===== src/rtl/pi_txn_frontend.sv =====
// Pi-side transaction front end: strobe sync, register decode, 68K descriptor handshake, status/sticky flags.
// Optional watchdog abort enabled by defining PI_TXN_TIMEOUT_EN.
module pi_txn_frontend #(
    parameter int unsigned TIMEOUT_CYCLES = 65535
) (
    input  logic        PI_CLK,
    input  logic        RST,
    input  logic [1:0]  PI_A,
    input  logic        PI_RD,
    input  logic        PI_WR,
    input  logic [15:0] PI_D_IN,
    output logic [15:0] PI_D_OUT,
    output logic        PI_D_OE,
    output logic        PI_TXN_IN_PROGRESS,
    output logic [15:0] STATUS,
    output logic        TXN_REQ,
    output logic        TXN_RW,
    output logic        TXN_UDS_N,
    output logic        TXN_LDS_N,
    output logic [2:0]  TXN_FC,
    input  logic        TXN_ACK,
    input  logic        TXN_DONE,
    output logic        TXN_ABORT,
    input  logic        BERR_EVT,
    input  logic [2:0]  IPL,
    input  logic        BUS_RESET
);
    localparam int unsigned CNT_W = 16;

    if (TIMEOUT_CYCLES < 2 || TIMEOUT_CYCLES > 65535) begin : g_bad_timeout
        $error("TIMEOUT_CYCLES out of range 2..65535");
    end

    typedef enum logic [1:0] {ST_IDLE, ST_ARMED, ST_REQ, ST_BUSY} state_t;

    state_t state, state_d;
    logic   rd_s1, rd_s2, wr_s1, wr_s2;
    logic   a0, a0_d;
    logic   berr_q, proto_q, timeout_q;
    logic   req_d, prog_d, rw_d, uds_d, lds_d, abort_d, proto_set;
    logic [2:0] fc_d;
    logic   rd_status_c, wr_lo_c, wr_hi_c, wr_status_c, bus_hold_c, wd_expire_c;

    // Rising-edge detect on the first synchroniser stage gives the 2-edge strobe latency
    assign rd_status_c = rd_s1 && !rd_s2 && (PI_A == 2'd3);
    assign wr_lo_c     = wr_s1 && !wr_s2 && (PI_A == 2'd1);
    assign wr_hi_c     = wr_s1 && !wr_s2 && (PI_A == 2'd2);
    assign wr_status_c = wr_s1 && !wr_s2 && (PI_A == 2'd3);
    assign bus_hold_c  = BUS_RESET && STATUS[1];
    assign PI_D_OE     = (PI_A == 2'd3) && PI_RD;

`ifdef PI_TXN_TIMEOUT_EN
    logic [CNT_W-1:0] wd_cnt;

    // Held at zero outside BUSY, so it starts from zero on every BUSY entry
    always_ff @(posedge PI_CLK) begin
        if (RST || state != ST_BUSY) wd_cnt <= '0;
        else                         wd_cnt <= wd_cnt + CNT_W'(1);
    end

    assign wd_expire_c = (state == ST_BUSY) && (wd_cnt == CNT_W'(TIMEOUT_CYCLES - 1));
`else
    assign wd_expire_c = 1'b0;
`endif

    always_comb begin
        state_d   = state;
        req_d     = TXN_REQ;
        prog_d    = PI_TXN_IN_PROGRESS;
        rw_d      = TXN_RW;
        uds_d     = TXN_UDS_N;
        lds_d     = TXN_LDS_N;
        fc_d      = TXN_FC;
        a0_d      = a0;
        abort_d   = 1'b0;
        proto_set = 1'b0;
        case (state)
            ST_IDLE, ST_ARMED: begin
                if (wr_lo_c) begin
                    a0_d    = PI_D_IN[0];
                    prog_d  = 1'b1;
                    state_d = ST_ARMED;
                end else if (wr_hi_c) begin
                    rw_d    = PI_D_IN[9];
                    fc_d    = PI_D_IN[15:13];
                    uds_d   = PI_D_IN[8] ? a0 : 1'b0;
                    lds_d   = PI_D_IN[8] ? !a0 : 1'b0;
                    req_d   = 1'b1;
                    prog_d  = 1'b1;
                    state_d = ST_REQ;
                end
            end
            ST_REQ: begin
                proto_set = wr_lo_c || wr_hi_c;
                if (TXN_ACK) begin
                    req_d = 1'b0;
                    if (TXN_DONE) begin
                        state_d = ST_IDLE;
                        prog_d  = 1'b0;
                    end else begin
                        state_d = ST_BUSY;
                    end
                end
            end
            ST_BUSY: begin
                proto_set = wr_lo_c || wr_hi_c;
                if (TXN_DONE || wd_expire_c) begin
                    abort_d = !TXN_DONE;
                    state_d = ST_IDLE;
                    prog_d  = 1'b0;
                end
            end
            default: state_d = ST_IDLE;
        endcase
        // External 68K reset with the CPU released forces the front end idle
        if (bus_hold_c) begin
            state_d = ST_IDLE;
            req_d   = 1'b0;
            prog_d  = 1'b0;
            abort_d = 1'b0;
        end
    end

    always_ff @(posedge PI_CLK) begin
        if (RST) begin
            state              <= ST_IDLE;
            rd_s1              <= 1'b0;
            rd_s2              <= 1'b0;
            wr_s1              <= 1'b0;
            wr_s2              <= 1'b0;
            a0                 <= 1'b0;
            TXN_REQ            <= 1'b0;
            PI_TXN_IN_PROGRESS <= 1'b0;
            TXN_ABORT          <= 1'b0;
            TXN_RW             <= 1'b1;
            TXN_UDS_N          <= 1'b1;
            TXN_LDS_N          <= 1'b1;
            TXN_FC             <= 3'b111;
            STATUS             <= '0;
            PI_D_OUT           <= '0;
            berr_q             <= 1'b0;
            proto_q            <= 1'b0;
            timeout_q          <= 1'b0;
        end else begin
            state              <= state_d;
            rd_s1              <= PI_RD;
            rd_s2              <= rd_s1;
            wr_s1              <= PI_WR;
            wr_s2              <= wr_s1;
            a0                 <= a0_d;
            TXN_REQ            <= req_d;
            PI_TXN_IN_PROGRESS <= prog_d;
            TXN_ABORT          <= abort_d;
            TXN_RW             <= rw_d;
            TXN_UDS_N          <= uds_d;
            TXN_LDS_N          <= lds_d;
            TXN_FC             <= fc_d;
            if (wr_status_c) STATUS <= PI_D_IN;
            if (rd_status_c) PI_D_OUT <= {IPL, 10'd0, timeout_q, proto_q, berr_q};
            // A set coinciding with the clearing read wins
            berr_q    <= (berr_q    && !rd_status_c) || BERR_EVT;
            proto_q   <= (proto_q   && !rd_status_c) || proto_set;
            timeout_q <= (timeout_q && !rd_status_c) || abort_d;
        end
    end
endmodule


===== config.mk =====
export PLATFORM = sky130hd
export DESIGN_NAME = pi_txn_frontend
export DESIGN_NICKNAME = d
export VERILOG_FILES = /design/src/rtl/pi_txn_frontend.sv
export SDC_FILE = /design/constraint.sdc
export NUM_CORES = 1
export LEC_CHECK = 0
export BUFFER_PORTS_ARGS = -buffer_cell sky130_fd_sc_hd__clkbuf_2
export CAP_MARGIN = 20
export CORE_MARGIN = 3
export CORE_UTILIZATION = 45
export DETAILED_ROUTE_END_ITERATION = 16
export GPL_TIMING_DRIVEN = 0
export PLACE_DENSITY_LB_ADDON = 0.25
export SLEW_MARGIN = 20
export SYNTH_ARGS = -nofsm -noshare
export SYNTH_HDL_FRONTEND = slang
export SYNTH_SLANG_ARGS = --single-unit

===== constraint.sdc =====
create_clock -name PI_CLK -period 1.6 [get_ports PI_CLK]
set_input_delay 0.32 -clock PI_CLK [delete_from_list [all_inputs] [get_ports PI_CLK]]
set_output_delay 0.32 -clock PI_CLK [all_outputs]
set_load 0.005 [all_outputs]

==> reports/summary.md, run 1 <==
## Outcome
- status: complete, no violations

## Route
- routed length on met3: 285 um
- wire length the detailed router placed on met1: 1630 um
- via density per instance: 4.73
- uppermost metal layer occupied by signal nets: met4
- detailed-route wire length per cell: 11.6 um
- remaining design rule violation count: 0
- routed vias: 1,418
- final wirelength: 3490 um
- remaining antenna violation count after routing: 0
- 1st-pass router iterations: 4
- met2 wirelength from detailed routing: 1520 um
- DRC marker count from the first detailed-route iteration: 62

## Yosys
- Post-synth EDFFs: 0
- cell types occupying the most area after synthesis: sky130_fd_sc_hd__dfxtp_1 48%, sky130_fd_sc_hd__nand2_1 7.9%, sky130_fd_sc_hd__a21oi_1 6.6%
- synthesized-area fraction occupied by ao, oa, aoi and oai cells: 0.144
- post-synthesis share of cell area spent on xor and xnor gates: 0.00526
- main combinational cell family by area after synthesis: simple AND/OR/NAND/NOR gates
- post-synth top area cell: sky130_fd_sc_hd__dfxtp_1
- part of the Yosys area used for sequential elements: 0.480
- fraction of synthesis flops using an asynchronous set or reset pin: 0
- flip-flop and latch count after synthesis: 40
- Avg Synthesized Cell Area: 9.26 sq um
- fraction of post-synthesis cell area in the top cell type by area: 0.480
- post-synth design cell area: 1670 sq um
- synthesized-area fraction occupied by and/or/nand/nor cells: 0.215
- most numerous cell types in the synthesized netlist: 40 x sky130_fd_sc_hd__dfxtp_1, 35 x sky130_fd_sc_hd__nand2_1, 22 x sky130_fd_sc_hd__a21oi_1
- most repeated cell in the gate-level netlist after synthesis: sky130_fd_sc_hd__dfxtp_1
- most common flop cell mapped by yosys: sky130_fd_sc_hd__dfxtp_1
- instance count of the mapped netlist: 180
- Ys Warns: 0
- count of distinct cell types in the synthesized netlist: 39
- share of synthesized area spent on multiplexers: 0.0428
- share of synthesized cell area in full adder, half adder and majority cells: 0

## Placement
- Placed Instance Area: 2040 sq um
- Buffers on Ports: 56
- final weighted congestion of routability-driven global placement: 0.846
- half-perimeter wire length after placement: 2610 um

## Finish
- Final nets: 282
- Synth-to-Final Area Change: 28.2%
- share of final-layout standard cells stronger than drive strength 1: 0.362
- Finished Cell Area: 2140 sq um
- Ant. Diodes: 0

## Worst setup path
- launching point of the worst reg2reg path: state[1]
- kind of end point of the critical path: flip-flop
- register-to-register setup slack: 270 ps
- WP data arrival: 1510 ps
- startpoint type of the worst setup path: flip-flop
- Crit Path Class: flip-flop to flip-flop
- start point of the critical path: state[1]
- Crit path required time: 1770 ps
- Max FO, Critical Path: 10

## Clocking
- number of instances resized during post-cts repair: 0
- CTS hold repair buffers: 0
- number of clock sinks seen by CTS: 40
- buffer count from post-CTS setup fixing: 0
- buffer levels on the longest clock path: 2
- clock tree from TritonCTS: yes
- H-tree depth reported by CTS: 2
- clock slew seen by the registers of the worst setup and hold paths: 70 ps
- number of buffers added by the clock tree synthesis step: 5
- clock tree root driver cell: sky130_fd_sc_hd__clkbuf_8
- insertion delay of the later-clocked pin in the worst-skew pair: 290 ps

## Timing
- post-route fraction of the period consumed by the critical path: 0.833
- Hold Vio Cnt, Final: 0
- Setup Total Neg Slack: 0 ps
- setup repair after global routing missed its margin: false
- number of slew-limit violations in the final report: 0
- fmax: 0.751 GHz
- final clock skew: 7.38 ps
- endpoints failing setup: 0
- Tmin final: 1330 ps

## Global route
- GR Overflow Total: 0
- global-route wire length before repair: 5320 um
- largest net degree at the start of global routing: 13
- Global Route Usage Sum: 0.159
- initial antenna violation count: 0
- via count of the first global-routing pass: 1,202

## Power and ir drop
- Static Leakage: 1.03 nW
- total power per unit cell area: 908 nW/um^2
- Power Total: 1.94 mW
- worst IR drop on VDD: 0.476 mV

## Floorplanning
- starting density of the core: 0.484
- core area: 3440 sq um
- floorplan row count: 21
- Boundary Pins: 71
- Die Wd: 66.9 um
- die height: 66.9 um
- Total Die Area: 4470 sq um

## Run
- Maximum Capacitance Violations: 0

## Min path
- Hold Crit Start: BERR_EVT
- class of the tightest hold or removal check: input pin to flip-flop

## power by group
| group | switching, mW | leakage [nW] | total, mW | internal [mW] |
|---|---|---|---|---|
| Clock | 0.336 | 0.0445 | 0.686 | 0.350 |
| Sequential | 0.0197 | 0.325 | 1.04 | 1.02 |
| Combinational | 0.0988 | 0.663 | 0.208 | 0.109 |
| Total | 0.455 | 1.03 | 1.94 | 1.48 |
## metrics by stage
step / std cells / hold WS (ps) / utilization / setup slack (ps)
final: 300 / 236 / 0.621 / 268
after global routing: 300 / 230 / 0.621 / 183
after CTS: 300 / 233 / 0.621 / 262
after detailed placement: 292 / 447 / 0.593 / 294
after global placement: 292 / 443 / 0.593 / 305
after floorplan: 190 / 437 / - / 384
## cells by family after synthesis
group / Yosys count
AOI/OAI and AO/OA: 38
xor gates and xnor gates: 1
buffers and inverters: 24
DFF: 40
muxes: 7
other: 1
and+or+nand+nor: 69
## layout by cell type, fill, tap and decap left out, drive strengths merged, types with 2 or more instances in the layout
cell,netlist,final
and2b,2,2
buf,20,20
dfxtp,40,40
clkbuf,3,66
nand2,36,36
o21ai,2,2
nand4b,2,2
conb,1,11
nor2b,5,5
a211o,6,6
and3,5,5
mux2i,6,6
nand3,2,2
a21oi,22,22
nor2,10,10
## layer usage
| layer | vias to the layer above | global-route usage |
|---|---|---|
| met1 | 625 | 0.197 |
| met4 | 0 | 0.0759 |
| met3 | 7 | 0.0489 |
| met2 | 53 | 0.251 |
| li1 | 733 | - |
| met5 | - | 0 |
## final cells by class
type	count	area, sq um
Clock inverter	1	7.51
Inverter	1	3.75
Sequential cell	40	801
Tap cell	46	57.6
Timing Repair Buffer	56	280
Multi-Input combinational cell	126	721
Buffer	23	179
Fill cell	329	1310
Clock buffer	7	86.3
## critical path, stage by stage, from the launching register on
cell and delay (ps):
sky130_fd_sc_hd__dfxtp_1 310, sky130_fd_sc_hd__buf_6 130, sky130_fd_sc_hd__nor3b_4 210, sky130_fd_sc_hd__buf_6 170
sky130_fd_sc_hd__nand2_4 90, sky130_fd_sc_hd__a211o_1 300
## sequential cells by signal (all words and copies together) (netlist names)
name,flops
TXN_REQ,1
TXN_FC,3
rd_s2,1
state,2
PI_D_OUT,6
rd_s1,1
proto_q,1
timeout_q,1
TXN_RW,1
TXN_UDS_N,1
PI_TXN_IN_PROGRESS,1
TXN_LDS_N,1
berr_q,1
wr_s1,1
wr_s2,1
STATUS,16
a0,1
## path summary, 6_finish.rpt
kind                            depth (start not counted)   endpoint
worst max-delay path                                    5  TXN_UDS_N
worst max register to register                          5  TXN_UDS_N
worst min-delay path                                    3     berr_q
worst min register to register                          2  STATUS[3]
Power figures use the tool's default switching activity.
==> run 2: changes to the inputs <==
--- a/config.mk
+++ b/config.mk
@@ -8,7 +8,7 @@
 export BUFFER_PORTS_ARGS = -buffer_cell sky130_fd_sc_hd__clkbuf_2
 export CAP_MARGIN = 20
 export CORE_MARGIN = 3
-export CORE_UTILIZATION = 45
+export CORE_UTILIZATION = 42
 export DETAILED_ROUTE_END_ITERATION = 16
 export GPL_TIMING_DRIVEN = 0
 export PLACE_DENSITY_LB_ADDON = 0.25
==> constraint.sdc (replaced) <==
create_clock -name PI_CLK -period 1.1 [get_ports PI_CLK]
set_input_delay 0.22 -clock PI_CLK [delete_from_list [all_inputs] [get_ports PI_CLK]]
set_output_delay 0.22 -clock PI_CLK [all_outputs]
set_load 0.005 [all_outputs]
==> reports/summary.md, run 2 (synthesized netlist as in run 1, its figures left out) <==
## Floorplanning
- core area: 3740 sq um, +8.8%
- Total Die Area: 4760 sq um, +6.5%
- Die Wd: 69.0 um, +3.2%
- Boundary Pins: 71, unchanged
- floorplan row count: 22, +4.8%
- starting density of the core: 0.445, -0.0390
- die height: 69.0 um, +3.2%

## Clocking
- CTS hold repair buffers: 0, unchanged
- clock tree root driver cell: sky130_fd_sc_hd__clkbuf_8
- clock tree from TritonCTS: yes
- H-tree depth reported by CTS: 2, unchanged
- buffer levels on the longest clock path: 2, unchanged
- number of clock sinks seen by CTS: 40, unchanged
- number of buffers added by the clock tree synthesis step: 5, unchanged
- clock slew seen by the registers of the worst setup and hold paths: 70 ps, about the same
- insertion delay of the later-clocked pin in the worst-skew pair: 280 ps, about the same

## Worst setup path
- Crit Reg-Reg Endpoint: TXN_FC[1]
- register-to-register setup slack: -100 ps, -360 ps
- Max FO, Critical Path: 8, -2
- Crit path required time: 1280 ps, -490 ps
- startpoint type of the worst setup path: flip-flop
- destination of the critical timing path: TXN_FC[1]
- worst-case reg-to-reg path depth: 4, -1
- WP data arrival: 1380 ps, -130 ps
- launching point of the worst reg2reg path: wr_s1
- kind of end point of the critical path: flip-flop
- Crit Path Class: flip-flop to flip-flop
- start point of the critical path: wr_s1

## Finish
- biggest regs: STATUS x16, PI_D_OUT x6, TXN_FC x3
- Final nets: 287, +1.8%
- commonest cells after routing, fill and taps aside: 56 x sky130_fd_sc_hd__clkbuf_2, 36 x sky130_fd_sc_hd__dfxtp_1, 28 x sky130_fd_sc_hd__nand2_1
- share of final-layout standard cells stronger than drive strength 1: 0.467, +0.105
- largest register by flop count: STATUS
- max FFs per register: 16, unchanged
- Synth-to-Final Area Change: 41.0%
- most common library cell in the layout ignoring fill and taps: sky130_fd_sc_hd__clkbuf_2
- Layout Utilization: 0.628, +0.00717
- Ant. Diodes: 0, unchanged
- Finished Cell Area: 2350 sq um, +10%

## Route
- detailed-route wire length per cell: 12.5 um, +7.6%
- remaining design rule violation count: 0, unchanged
- DRC marker count from the first detailed-route iteration: 26, -58%
- wire length the detailed router placed on met1: 1660 um, +2.3%
- met2 wirelength from detailed routing: 1900 um, +25%
- routed vias: 1,443, +1.8%
- routed length on met3: 231 um, -19%
- uppermost metal layer occupied by signal nets: met4
- remaining antenna violation count after routing: 0, unchanged
- final wirelength: 3840 um, +10%
- via density per instance: 4.70, -0.56%
- 1st-pass router iterations: 4, unchanged

## Global route
- via count of the first global-routing pass: 1,201, -0.083%
- largest net degree at the start of global routing: 17, +4
- GR Overflow Total: 0, unchanged
- global-route wire length before repair: 5330 um, +0.13%
- Global Route Usage Sum: 0.154, -0.00581
- initial antenna violation count: 0, unchanged

## Timing
- tightest hold margin: 141 ps, -95.1 ps
- tightest slew margin relative to the limit: 0.617
- post-route fraction of the period consumed by the critical path: 1.09, +0.254
- setup repair after global routing missed its margin: true
- Setup Total Neg Slack: -1160 ps, -1160 ps
- Tmin final: 1200 ps, -136 ps
- endpoints failing setup: 26, +26
- number of slew-limit violations in the final report: 0, unchanged
- final clock skew: 2.54 ps, -4.84 ps
- slew of the pin with the lowest slew margin: 574 ps
- least setup slack across all paths after layout: -95.7 ps, -364 ps
- Hold Vio Cnt, Final: 0, unchanged
- fmax: 0.836 GHz, +11%

## Run
- Maximum Capacitance Violations: 0, unchanged

## Power and ir drop
- Static Leakage: 1.12 nW, +8.6%
- worst IR drop on VDD: 0.771 mV, +62%
- total power per unit cell area: 1340 nW/um^2, +48%

## Placement
- worst slack after detailed placement: -174 ps, -468 ps
- Placed Instance Area: 2050 sq um, +0.24%
- Buffers on Ports: 56, unchanged
- half-perimeter wire length after placement: 2670 um, +2.4%
- final weighted congestion of routability-driven global placement: 0.713, -16%

## Min path
- class of the tightest hold or removal check: input pin to flip-flop
- worst hold path stage count: 2, -1

## Outcome
- violated checks: negative setup slack
- status: finished with violations

## run 2: metrics by stage
stage          total power [mW]  std cells
3_3_place_gp               1.85        294
6_report                   3.15        307
4_1_cts                    3.17        305
3_5_place_dp               1.86        294
2_1_floorplan              1.74        190
5_1_grt                    3.30        307
## run 2: layout make-up
type                            count  area (sq um)
Fill cell                         354          1390
Tap cell                           48          60.1
Clock inverter                      1          30.0
Buffer                             20           173
Multi-Input combinational cell    126           822
Timing Repair Buffer               64           352
Inverter                            1          3.75
Sequential cell                    40           813
Clock buffer                        7          96.3
## run 2: worst min path at each step
stage                     endpoint      from  slack (ps)
after global routing         wr_s1       RST         130
after CTS                    wr_s1       RST         130
after global placement       wr_s1     PI_WR         430
final                        wr_s1       RST         140
after floorplan             berr_q  BERR_EVT         340
after detailed placement     wr_s1     PI_WR         440
## run 2: critical path, stage by stage (launching register included)
cell                      delay, ps
sky130_fd_sc_hd__dfxtp_4        360
sky130_fd_sc_hd__nor3b_4        150
sky130_fd_sc_hd__buf_6          150
sky130_fd_sc_hd__and3_1         180
sky130_fd_sc_hd__a211o_1        250
## run 2: power breakdown
group          internal (mW)  total (mW)  switching [mW]
Clock                  0.800        1.28           0.481
Combinational          0.184       0.358           0.174
Sequential              1.49        1.51          0.0275
Total                   2.47        3.15           0.682
## run 2: what timing repair did
action / CTS / global route
pin swaps: 2 / 9
gates cloned: 0 / 1
resized for setup: 13 / 27
setup buffers: 6 / 1
hold endpoints to repair: 0 / 0
endpoints found under the setup margin: 19 / 32
## run 2: per-layer routing
layer | vias up | track usage
met3 | 4 | 0.0389
met5 | - | 0
met1 | 653 | 0.193
met2 | 40 | 0.252
li1 | 746 | -
met4 | 0 | 0.0584
